File: config.mk
export PLATFORM = sky130hd
export DESIGN_NAME = wishbone_arbiter_n
export DESIGN_NICKNAME = d
export VERILOG_FILES = /design/src/rtl/wishbone_arbiter_n_pkg.sv /design/src/rtl/wb_arb_pick.sv /design/src/rtl/wishbone_arbiter_n.sv
export SDC_FILE = /design/constraint.sdc
export NUM_CORES = 1
export LEC_CHECK = 0
export CAP_MARGIN = 30
export CORE_MARGIN = 10
export CORE_UTILIZATION = 28
export CTS_BUF_LIST = sky130_fd_sc_hd__clkbuf_2 sky130_fd_sc_hd__clkbuf_4 sky130_fd_sc_hd__clkbuf_8
export DETAILED_ROUTE_END_ITERATION = 7
export PLACE_DENSITY = 0.87
export SLEW_MARGIN = 10
export SYNTH_ARGS = -nofsm -noshare
export SYNTH_HDL_FRONTEND = slang
export SYNTH_SLANG_ARGS = --single-unit
File: constraint.sdc
create_clock -name i_clk -period 2.7 [get_ports i_clk]
set_input_delay 0.54 -clock i_clk [delete_from_list [all_inputs] [get_ports i_clk]]
set_output_delay 0.54 -clock i_clk [all_outputs]
set_load 0.01 [all_outputs]
File: src/rtl/wishbone_arbiter_n_pkg.sv
// rtl/wishbone_arbiter_n_pkg.sv - shared bus widths, arbitration mode encodings and arbiter state type
package wishbone_arbiter_n_pkg;
  localparam int WB_ADDR_W = 24;
  localparam int WB_DATA_W = 16;
  localparam int WB_SEL_W  = 2;

  localparam int ARB_FIXED = 0;
  localparam int ARB_RR    = 1;

  typedef enum logic {
    ST_IDLE  = 1'b0,
    ST_OWNED = 1'b1
  } arb_state_e;
endpackage

File: src/rtl/wb_arb_pick.sv
// rtl/wb_arb_pick.sv - combinational winner selection, fixed priority or round-robin after last owner
module wb_arb_pick
  import wishbone_arbiter_n_pkg::*;
#(
  parameter int NUM_M = 4
) (
  input  logic [NUM_M-1:0]         req,
  input  logic [$clog2(NUM_M)-1:0] last,
  input  logic                     mode,
  output logic [$clog2(NUM_M)-1:0] win,
  output logic                     any
);
  localparam int IW = $clog2(NUM_M);

  always_comb begin
    int         idx;
    logic       found;
    logic [IW-1:0] idx_b;
    idx   = 0;
    idx_b = '0;
    found = 1'b0;
    win   = '0;
    // Scan order wraps modulo NUM_M so a non-power-of-two count never yields an index >= NUM_M.
    for (int i = 0; i < NUM_M; i++) begin
      idx   = (mode == 1'(ARB_RR)) ? (int'(last) + 1 + i) % NUM_M : i;
      idx_b = IW'(idx);
      if (!found && req[idx_b]) begin
        win   = idx_b;
        found = 1'b1;
      end
    end
  end

  assign any = |req;
endmodule

File: src/rtl/wishbone_arbiter_n.sv
// rtl/wishbone_arbiter_n.sv - N-master wishbone arbiter with burst-safe grant hold and optional stall watchdog
module wishbone_arbiter_n
  import wishbone_arbiter_n_pkg::*;
#(
  parameter int NUM_M   = 4,
  parameter int ADDR_W  = WB_ADDR_W,
  parameter int DATA_W  = WB_DATA_W,
  parameter int SEL_W   = WB_SEL_W,
  parameter int RR_MODE = ARB_RR,
  parameter int TIMEOUT = 0
) (
  input  logic                     i_clk,
  input  logic                     i_rst,
  input  logic [NUM_M-1:0]         i_wb_cyc,
  input  logic [NUM_M-1:0]         i_wb_stb,
  input  logic [NUM_M-1:0]         i_wb_we,
  input  logic [NUM_M*ADDR_W-1:0]  i_wb_adr,
  input  logic [NUM_M*SEL_W-1:0]   i_wb_sel,
  input  logic [NUM_M*DATA_W-1:0]  i_wb_dat,
  input  logic [NUM_M-1:0]         i_wb_4_burst,
  input  logic [NUM_M-1:0]         i_wb_8_burst,
  output logic [NUM_M-1:0]         o_wb_ack,
  output logic [NUM_M-1:0]         o_wb_err,
  output logic [NUM_M-1:0]         o_wb_rty,
  output logic                     o_wb_cyc,
  output logic                     o_wb_stb,
  output logic                     o_wb_we,
  output logic [ADDR_W-1:0]        o_wb_adr,
  output logic [SEL_W-1:0]         o_wb_sel,
  output logic [DATA_W-1:0]        o_wb_dat,
  output logic                     o_wb_4_burst,
  output logic                     o_wb_8_burst,
  input  logic                     i_wb_ack,
  input  logic                     i_wb_err,
  input  logic                     i_wb_rty,
  output logic [$clog2(NUM_M)-1:0] o_grant,
  output logic                     o_grant_valid
);
  localparam int IW = $clog2(NUM_M);

  arb_state_e          state, state_n;
  logic [IW-1:0]       grant, grant_n, last_owner, last_n, pick_last, win;
  logic                any_req, gv, release_c, resp, stall, fire;
  logic [NUM_M-1:0]    owner_oh;
  logic [ADDR_W-1:0]   adr_a [NUM_M];
  logic [SEL_W-1:0]    sel_a [NUM_M];
  logic [DATA_W-1:0]   dat_a [NUM_M];

  for (genvar k = 0; k < NUM_M; k++) begin : g_unpack
    assign adr_a[k] = i_wb_adr[k*ADDR_W +: ADDR_W];
    assign sel_a[k] = i_wb_sel[k*SEL_W +: SEL_W];
    assign dat_a[k] = i_wb_dat[k*DATA_W +: DATA_W];
  end

  assign gv        = (state == ST_OWNED);
  assign resp      = i_wb_ack | i_wb_err | i_wb_rty;
  assign release_c = gv && !i_wb_cyc[grant];
  assign stall     = gv && i_wb_stb[grant] && !resp;
  // On a release edge the outgoing owner becomes the round-robin reference immediately.
  assign pick_last = gv ? grant : last_owner;

  wb_arb_pick #(.NUM_M(NUM_M)) u_pick (
    .req  (i_wb_cyc),
    .last (pick_last),
    .mode (RR_MODE == ARB_RR),
    .win  (win),
    .any  (any_req)
  );

  if (TIMEOUT > 0) begin : g_wdog
    localparam int CW = (TIMEOUT > 1) ? $clog2(TIMEOUT) : 1;
    logic [CW-1:0] cnt;
    assign fire = stall && (cnt == CW'(TIMEOUT - 1));
    always_ff @(posedge i_clk or posedge i_rst) begin
      if (i_rst)                            cnt <= '0;
      else if (stall && !fire && !release_c) cnt <= cnt + CW'(1);
      else                                  cnt <= '0;
    end
  end else begin : g_no_wdog
    assign fire = 1'b0;
  end

  always_ff @(posedge i_clk or posedge i_rst) begin
    if (i_rst) begin
      state      <= ST_IDLE;
      grant      <= '0;
      last_owner <= IW'(NUM_M - 1);
    end else begin
      state      <= state_n;
      grant      <= grant_n;
      last_owner <= last_n;
    end
  end

  always_comb begin
    state_n = state;
    grant_n = grant;
    last_n  = last_owner;
    case (state)
      ST_IDLE: begin
        if (any_req) begin
          state_n = ST_OWNED;
          grant_n = win;
        end
      end
      ST_OWNED: begin
        if (!i_wb_cyc[grant]) begin
          last_n = grant;
          if (any_req) grant_n = win;
          else         state_n = ST_IDLE;
        end
      end
    endcase
  end

  always_comb begin
    owner_oh     = '0;
    o_wb_cyc     = 1'b0;
    o_wb_stb     = 1'b0;
    o_wb_we      = 1'b0;
    o_wb_adr     = '0;
    o_wb_sel     = '0;
    o_wb_dat     = '0;
    o_wb_4_burst = 1'b0;
    o_wb_8_burst = 1'b0;
    if (gv) begin
      owner_oh[grant] = 1'b1;
      o_wb_cyc        = i_wb_cyc[grant];
      o_wb_stb        = i_wb_stb[grant] && !fire;
      o_wb_we         = i_wb_we[grant];
      o_wb_adr        = adr_a[grant];
      o_wb_sel        = sel_a[grant];
      o_wb_dat        = dat_a[grant];
      o_wb_4_burst    = i_wb_4_burst[grant];
      o_wb_8_burst    = i_wb_8_burst[grant];
    end
  end

  assign o_wb_ack      = owner_oh & {NUM_M{i_wb_ack}};
  assign o_wb_err      = owner_oh & {NUM_M{i_wb_err | fire}};
  assign o_wb_rty      = owner_oh & {NUM_M{i_wb_rty}};
  assign o_grant       = grant;
  assign o_grant_valid = gv;
endmodule

==> results.md <==
- Worst setup SP type: flop
- CP Data Arrival Time: 2130 ps
- Vias in the first global route: 2892
- Min-Delay Path Class: flop to flop
- Area of the die: 0.0105 sq mm
- I/O Buffers: 254
- Final-report hold violation count: 0
- Netlist cell types: 29
- Syn Area/Cell: 11.7 sq um
- Clock transition at path regs: 40 ps
- Mux share of post-synthesis cell area: 0.581
- Tot Pwr: 3760 uW
- Biggest fanout along the worst timing path: 11
- Clock buffer depth: 2
- Routed len/inst: 24.0 um
- CTS tree: done
- Initial antenna violation count: 0
- Crit path largest cell delay: 500 ps
- Antenna Cells: 0
- Post-route DRC: 0
- Clock power frac: 0.041
- CP required: 2160 ps
- Pint: 2400 uW
- Cts bufs inserted: 3
- Net Sw Power: 1350 uW
- Starting DRT DRC Count: 44
- Fin util: 0.742
- Net Sw Frac: 0.360
- Number of fill cells: 483
- Detail Placement HPWL: 10000 um
- Netlist Area Pre-Place: 0.00190 sq mm
- P&R area growth vs syn: 152%
- Post-Synth XOR/XNOR Area: 0
- P per Cell Area: 783 mW/mm^2
- Initial core utilization: 0.294
- Syn. warnings: 0
- Max VDD drop: 567 uV
- Status: complete, no violations
- CTS Sinks: 5
- Routed Antenna Nets: 0
- Global placer's final weighted congestion: 0.897
- Post-Synth Simple-Gate Area: 0.240
- Die width: 102 um
- Max-Cap Viols: 0
- Fin crit share: 0.988
- Combinational Power Share: 0.916
- Sequential area share after synthesis: 0.0671
- Slew @ Worst Pin: 358 ps
- Mapped Cells: 163
- Compound-cell area share of the yosys netlist: 0.0428
- Critical Path Sink Type: output pin
- Pin count of the biggest net entering global routing: 38
- Nets: 617
- Worst path cell trace: buf_12 > clkbuf_16 > mux4_2 > and2_1 > clkdlybuf4s50_1
- Via count: 2538
- H-Tree Depth: 1
- Worst Skew: 3.18 ps
- Worst Setup Path Type: flop to output pin
- Clk root buf: clkbuf_8
- Drt total wl: 12000 um
- Leakage power: 0.00195 uW
- Area of the core: 0.00646 sq mm
- Vias/cell: 5.08
- Syn nets: 356
- #FFs+latches synth: 5
- Max Clk Rate: 375 MHz
- Chip Height: 102 um
- Slew HR: 0.761
- CP max stage cell: dfrtp_4
- Slew Viols, Final: 0
- Share of cells above drive strength 1: 0.191
- Main combinational cell family by area after synthesis: multiplexers
- Overall Global Routing Usage: 0.206
- Adder-cell share of the synthesized area: 0
- Tmin final: 2670 ps
- Clock latency on the worst-skew pair: 230 ps
- Seq pwr share: 0.043
- Final setup violation count: 0
- Pre-antenna DRT Iters: 4
- First-pass GRT wire length: 16600 um
- GRT overflow: 0
- FP Rows: 29
- IO Count: 255
## logic make-up (layout without fill, tap and decap cells)
group / after synthesis / after routing
flops: 5 / 5
simple gates: 77 / 77
compound gates: 9 / 9
mux: 51 / 51
buf+inv: 21 / 281
## layout by cell type, fill, tap and decap left out, types with 3 or more instances in the layout
master           Yosys  routed
and2_1              46      46
mux4_2              47      47
clkbuf_16            0       4
mux2i_1              3       3
dlymetal6s2s_1       0      16
clkbuf_8             0       3
nor2b_1              3       3
nor3_1               4       4
buf_12               0       3
inv_1                3       3
clkdlybuf4s50_1      0     236
nor2_1              12      12
buf_4                2      11
nand2_1              5       5
## routing by layer
layer,track usage,up-vias,part of all wire,wire length (um)
li1,-,1164,-,-
met5,0,-,0,0
met2,0.412,152,0.57,6820
met3,0.0830,24,0.099,1190
met4,0.0597,0,0.026,316
met1,0.184,1198,0.31,3680
## power by group through the flow
| stage | registers, uW | clock network [uW] | logic (uW) |
|---|---|---|---|
| 3_3_place_gp | 162 | 0 | 3160 |
| 4_1_cts | 165 | 155 | 3230 |
| 5_1_grt | 168 | 160 | 3650 |
| 6_report | 163 | 154 | 3440 |
| 2_1_floorplan | 150 | 0 | 1790 |
| 3_5_place_dp | 163 | 0 | 3210 |
## per-stage QoR
| step | setup TNS (ps) | cell area [sq um] | instances | worst slack (ps) | hold slack, ps |
|---|---|---|---|---|---|
| final | 0 | 4790 | 500 | 32.2 | 508 |
| after global routing | -4.52 | 4790 | 500 | -4.52 | 521 |
| after floorplan | 0 | 1900 | 163 | 703 | 317 |
| after CTS | 0 | 4600 | 491 | 1.80 | 510 |
| after global placement | 0 | 4540 | 487 | 36.2 | 493 |
| after detailed placement | 0 | 4540 | 487 | 36.0 | 505 |
## worst max-delay path: cells and delay by family, from the launching register on
family	cells	cell delay (ps)
flops	1	500
buf+inv	3	810
mux	1	410
simple gates	1	170
## final timing paths
kind                               startpoint             to  slack [ps]  depth (start not counted)
worst max-delay path               o_grant[0]    o_wb_adr[5]          30                          5
worst min-delay path            last_owner[1]  last_owner[1]         510                          2
worst max register to register     o_grant[0]  last_owner[0]         790                          6
max in group asynchronous               i_rst  last_owner[0]        1940                          2
min in group asynchronous               i_rst     o_grant[0]         520                          2
worst min register to register  last_owner[1]  last_owner[1]         510                          2
## Yosys cell counts, drive strengths merged
| cell | number | area share |
|---|---|---|
| and2 | 47 | 0.16 |
| mux2 | 1 | 0.0079 |
| a31oi | 1 | 0.0033 |
| mux2i | 3 | 0.016 |
| o211a | 1 | 0.0053 |
| and3b | 1 | 0.0046 |
| dfrtp | 3 | 0.039 |
| o32ai | 1 | 0.0086 |
| nor2 | 12 | 0.024 |
| nand2b | 4 | 0.021 |
| mux4 | 47 | 0.56 |
| or4 | 1 | 0.0040 |
| a22oi | 1 | 0.0040 |
| dfstp | 2 | 0.028 |
| o21ai | 1 | 0.0026 |
| nor3 | 4 | 0.011 |
| buf | 9 | 0.046 |
| clkbuf | 9 | 0.018 |
| nand2 | 5 | 0.0099 |
| a21o | 1 | 0.0040 |
| a21boi | 1 | 0.0059 |
| inv | 3 | 0.0059 |
| nor2b | 3 | 0.0099 |
| a211o | 1 | 0.0046 |
| o22a | 1 | 0.0046 |
## timing repair
item / CTS / global route
buffers inserted: 0 / 5
setup endpoints to repair: 4 / 30
gates cloned: 0 / 4
resized for setup: 3 / 18
hold buffers: 0 / 0
pin swaps: 0 / 0
## area by class of cell
class,count,area [sq um],area share
Multi-Input combinational cell,137,1640,0.342
Tap cell,77,96.3,0.0201
Inverter,3,11.3,0.00235
Sequential cell,5,133,0.0277
Timing Repair Buffer,274,2870,0.598
Clock buffer,4,48.8,0.0102
## registers in the layout, indices dropped and copies added, names as in the netlist
signal,cells
last_owner,2
o_grant,2
o_grant_valid,1
No activity file was read; power rests on OpenSTA's default activity.
